===== src/rtl/ecg_sign_bits_packer.sv =====
// ecg_sign_bits_packer: extracts the sign bits of the non-zero residuals in each
// group, packs them MSB-first across groups into OUT_W-bit words, and drains a
// partial word on flush at the end of a block.
//
// Handshake contract (both sides): a transfer happens on a rising edge where
// valid && ready are both high. A producer holds its payload stable while valid
// is high and ready is low. in_ready is combinational: a word leaving this cycle
// frees the output register, so a new group can be accepted in the same cycle.
module ecg_sign_bits_packer #(
  parameter int J        = 10,
  parameter int N        = 4,
  parameter int NUM_ECG  = 4,
  parameter int SKIP_ECG = 3,
  parameter int OUT_W    = 16,
  localparam int EW      = (NUM_ECG > 1) ? $clog2(NUM_ECG) : 1,
  localparam int SW      = $clog2(N + 1),
  localparam int BW      = $clog2(OUT_W + 1)
) (
  input  logic           clk,
  input  logic           rst,
  input  logic           in_valid,
  output logic           in_ready,
  input  logic [N*J-1:0] samples,
  input  logic [EW-1:0]  ecgidx,
  input  logic           group_skip_flag,
  input  logic           flush,
  output logic           grp_valid,
  output logic [N-1:0]   sign_bits,
  output logic [SW-1:0]  size_sign_bits,
  output logic           out_valid,
  input  logic           out_ready,
  output logic [OUT_W-1:0] out_word,
  output logic [BW-1:0]  out_bits,
  output logic           out_last,
  output logic           dbg_state
);

  // Buffer can hold a not-yet-full word plus one whole group.
  localparam int BUF_W = OUT_W + N - 1;
  localparam int TW    = $clog2(BUF_W + 1);

  typedef enum logic {ACCUM = 1'b0, FLUSH_PEND = 1'b1} state_t;

  state_t           state;
  logic [BUF_W-1:0] buf_q;
  logic [BW-1:0]    cnt_q;

  logic             accept;
  logic             flush_fire;
  logic [N-1:0]     ext_bits;
  logic [SW-1:0]    ext_cnt;
  logic [N-1:0]     grp_bits;
  logic [SW-1:0]    grp_cnt;
  logic [BUF_W-1:0] ext_wide;
  logic [BUF_W-1:0] merged;
  logic [BUF_W-1:0] rest;
  logic [OUT_W-1:0] top;
  logic [TW-1:0]    total;

  assign in_ready   = !(out_valid && !out_ready) && (state == ACCUM);
  assign accept     = in_valid && in_ready;
  assign flush_fire = flush && in_ready;
  assign dbg_state  = (state == FLUSH_PEND);

  // Compact the sign bits of non-zero samples, first contributor at the MSB.
  always_comb begin
    ext_bits = '0;
    ext_cnt  = '0;
    if (!(group_skip_flag || (ecgidx == EW'(SKIP_ECG)))) begin
      for (int k = 0; k < N; k++) begin
        if (samples[k*J +: J] != '0) begin
          ext_bits = ext_bits | (N'(samples[k*J+J-1]) << (SW'(N - 1) - ext_cnt));
          ext_cnt  = ext_cnt + SW'(1);
        end
      end
    end
  end

  // A flush without a group contributes no bits.
  assign grp_bits = accept ? ext_bits : '0;
  assign grp_cnt  = accept ? ext_cnt  : '0;

  // Append the new bits directly behind the cnt_q bits already buffered.
  assign ext_wide = BUF_W'(grp_bits) << (BUF_W - N);
  assign merged   = buf_q | (ext_wide >> cnt_q);
  assign total    = TW'(cnt_q) + TW'(grp_cnt);
  assign top      = merged[BUF_W-1 -: OUT_W];
  assign rest     = merged << OUT_W;

  // Per-group result registers, accumulator, output word register and FSM.
  always_ff @(posedge clk) begin
    if (rst) begin
      state          <= ACCUM;
      buf_q          <= '0;
      cnt_q          <= '0;
      grp_valid      <= 1'b0;
      sign_bits      <= '0;
      size_sign_bits <= '0;
      out_valid      <= 1'b0;
      out_word       <= '0;
      out_bits       <= '0;
      out_last       <= 1'b0;
    end else begin
      grp_valid <= accept;
      if (accept) begin
        sign_bits      <= ext_bits;
        size_sign_bits <= ext_cnt;
      end

      // Drained word; any load below overrides this.
      if (out_valid && out_ready) begin
        out_valid <= 1'b0;
        out_last  <= 1'b0;
      end

      case (state)
        ACCUM: begin
          if (flush_fire && (total > TW'(OUT_W))) begin
            // Too many bits for one word: send a full one, residue follows.
            out_valid <= 1'b1;
            out_word  <= top;
            out_bits  <= BW'(OUT_W);
            out_last  <= 1'b0;
            buf_q     <= rest;
            cnt_q     <= BW'(total - TW'(OUT_W));
            state     <= FLUSH_PEND;
          end else if (flush_fire) begin
            if (total != '0) begin
              out_valid <= 1'b1;
              out_word  <= top;
              out_bits  <= BW'(total);
              out_last  <= 1'b1;
            end
            buf_q <= '0;
            cnt_q <= '0;
          end else if (accept && (total >= TW'(OUT_W))) begin
            out_valid <= 1'b1;
            out_word  <= top;
            out_bits  <= BW'(OUT_W);
            out_last  <= 1'b0;
            buf_q     <= rest;
            cnt_q     <= BW'(total - TW'(OUT_W));
          end else if (accept) begin
            buf_q <= merged;
            cnt_q <= BW'(total);
          end
        end
        FLUSH_PEND: begin
          // Residue goes out as soon as the full word is taken.
          if (out_valid && out_ready) begin
            out_valid <= 1'b1;
            out_word  <= buf_q[BUF_W-1 -: OUT_W];
            out_bits  <= cnt_q;
            out_last  <= 1'b1;
            buf_q     <= '0;
            cnt_q     <= '0;
            state     <= ACCUM;
          end
        end
        default: state <= ACCUM;
      endcase
    end
  end

endmodule


===== config.mk =====
export PLATFORM = sky130hd
export DESIGN_NAME = ecg_sign_bits_packer
export DESIGN_NICKNAME = d
export VERILOG_FILES = /design/src/rtl/ecg_sign_bits_packer.sv
export SDC_FILE = /design/constraint.sdc
export NUM_CORES = 1
export LEC_CHECK = 0
export ABC_AREA = 1
export BUFFER_PORTS_ARGS = -buffer_cell sky130_fd_sc_hd__buf_2
export CORE_MARGIN = 2
export CORE_UTILIZATION = 45
export CTS_CLUSTER_SIZE = 25
export DETAILED_ROUTE_END_ITERATION = 10
export PLACE_DENSITY = 0.78
export SYNTH_ARGS = -nofsm -noshare
export SYNTH_HDL_FRONTEND = slang
export SYNTH_SLANG_ARGS = --single-unit
export TNS_END_PERCENT = 20

===== constraint.sdc =====
create_clock -name clk -period 5.8 [get_ports clk]
set_clock_uncertainty 0.05 [all_clocks]
set_input_delay 0.58 -clock clk [delete_from_list [all_inputs] [get_ports clk]]
set_output_delay 0.58 -clock clk [all_outputs]
set_load 0.02 [all_outputs]

==> results.ini <==
[logic_synthesis]
yosysWarningCount=0
synth_fp_nets=520
synth_cells=464
synth.distinct_cells=48
netlist_area_um2=3391
ys_seq_area_frac=0.3306
synth_edf_count=0
synth_flop_cell=dfxtp_1
synth.avg_cell_area_um2=7.308
synth-seq-cells=56
async_flop_share=0

[sta]
finalMaxSlewViolations=0
rsz0062_at_grt=no
tightest_slew_ns=0.8296
fin_tns_setup_ns=0
worst_hold_slack_ns=0.4182
finalHoldViolCount=0
period_share=0.7586
slew_headroom=0.4449
finalSetupViolations=0
layout_min_cycle_time_ns=4.400
fmax_ghz=0.2273

[detailed_routing]
wl_met2_um=4063
wl_per_cell_um=13.16
wl_met1_um=3674
drt-pass1-iter-count=5
drt_wl_total_um=8331
vias_per_cell=5.204
drt_iter0_markers=192
wl_met3_um=396
drc=0
routed.top_layer=met4
vias=3294
ant_nets=0

[clocking]
clkLatencyLatePin_ns=0.32
cts_tree=built
cts_sinks=56
numCtsBuffers=5
clkTransAtPathRegs_ns=0.10
clockBufferDepth=2
cts_htree_levels=2
cts_setup_buffers=0
cts_hold_buf=0
ctsResizeCount=0
root_buffer=clkbuf_8

[floorplanning]
die_area_um2=8246
die_x_um=90.81
pin_count=81
core_area_um2=7292
core.rowCount=31
initial_core_util=0.4650
dieHeight_um=90.81

[worst_setup_path]
worstSetupEndpointType=flip-flop
cp_slowest_cell=or4_1
crit_arrival_ns=4.57
required_ns=5.97
crit_fanout=32
slowest_delay_ns=0.51
crit_type=in2reg
critPathLaunchType=primary input

[grt]
grt_pass1_vias=3231
track_usage=0.2088
grt_first_pass_wirelength_um=14300
antenna_found_initial=0
grt_max_degree=33
grt.overflow.total=0

[final_layout]
layout.nets=589
diodes=0
final_area_um2=3876
drive_gt1_frac=0.2865
fill_cells=743
syn2layout_area_growth_pct=14.32
final_common_cell=nand2_1
layout_common_cells=93 x nand2_1, 80 x buf_2, 56 x dfxtp_1

[hold_path]
hp-class=reg2reg

[place]
numPortBuffers=80
placed_cell_area_um2=3765
hpwlAfterDp_um=6321
gp_congestion=0.8828

[status]
status=completed

[power]
ir_drop_mv=0.1312
p_total_mw=0.8293
power.leakage_nw=1.786
p_per_area_nw_per_um2=213.9

[run]
drv_cap=0

-- path summary, 6_finish.rpt --
check | from | end | slack [ns] | depth (start not counted)
worst min-delay path | sign_bits[1]$_SDFFE_PP0P_ | sign_bits[1]$_SDFFE_PP0P_ | 0.42 | 2
worst max-delay path | samples[13] | out_word[7]$_SDFFE_PP0P_ | 1.40 | 25
worst min register to register | sign_bits[1]$_SDFFE_PP0P_ | sign_bits[1]$_SDFFE_PP0P_ | 0.42 | 2
worst max register to register | dbg_state$_SDFF_PP0_ | out_word[7]$_SDFFE_PP0P_ | 2.42 | 19
-- cell usage after synthesis (5+ instances only) --
cell / instances / area share
nand3_2: 12 / 0.035
nand2_4: 8 / 0.027
inv_1: 52 / 0.058
o21ai_0: 13 / 0.019
nand4_1: 13 / 0.024
a21oi_1: 42 / 0.062
a21oi_2: 5 / 0.013
buf_6: 6 / 0.020
nor2_2: 8 / 0.015
nor2_1: 32 / 0.035
ha_1: 7 / 0.026
nand2_2: 12 / 0.022
a31oi_1: 8 / 0.015
inv_2: 5 / 0.0055
nand3_1: 22 / 0.032
dfxtp_1: 56 / 0.33
nand2_1: 93 / 0.10
o21ai_1: 15 / 0.022
buf_4: 5 / 0.011
-- where the power goes --
part | total [mW] | switching, mW | internal [mW]
sequential | 0.413 | 0.0118 | 0.402
clock | 0.269 | 0.139 | 0.131
combinational | 0.146 | 0.0974 | 0.0491
total | 0.829 | 0.248 | 0.582
-- flip-flops by register name, summed over array words and instances (netlist names) --
signal and cells:
buf_q 19, size_sign_bits 3, out_valid 1, out_last 1, sign_bits 4, out_word 16, cnt_q 5, grp_valid 1
out_bits 5, dbg_state 1
-- cell type report --
cell class / count / area [µm²] / share of cell area
inverter: 63 / 249.0 / 0.06424
clock buffer: 6 / 72.57 / 0.01872
clock inverter: 2 / 38.79 / 0.01001
tap: 99 / 123.9 / 0.03196
timing repair buffer: 80 / 400.4 / 0.1033
sequential: 56 / 1121 / 0.2892
multi-input combinational: 327 / 1871 / 0.4826
-- per-stage QoR --
step           instances  setup slack (ns)    util
2_1_floorplan        464             1.639       -
5_1_grt              633            0.9418  0.5316
3_3_place_gp         625             1.243  0.5163
3_5_place_dp         625             1.067  0.5163
4_1_cts              633             1.399  0.5316
6_report             633             1.400  0.5316
-- critical path, delay by kind of cell --
family	cells	cell delay, ns
AND/OR/NAND/NOR	11	1.76
AO/OA/AOI/OAI	2	0.29
XOR/XNOR	2	0.34
adder cells (fa/ha/maj)	3	0.96
buffers and inverters	7	0.64
-- cell families after synthesis --
| kind of cell | count (synthesis) | share of synthesized area |
|---|---|---|
| xor+xnor | 4 | 0.01255 |
| buf+inv | 81 | 0.1177 |
| flops | 56 | 0.3306 |
| fa+ha+maj | 8 | 0.03173 |
| compound gates | 96 | 0.1668 |
| simple gates | 219 | 0.3406 |
-- metal layers --
| metal | track usage | vias up |
|---|---|---|
| li1 | - | 1667 |
| met1 | 0.2589 | 1506 |
| met2 | 0.3694 | 103 |
| met3 | 0.03005 | 18 |
| met4 | 0.07197 | 0 |
| met5 | 0 | - |
(Power assumes the default switching activity.)
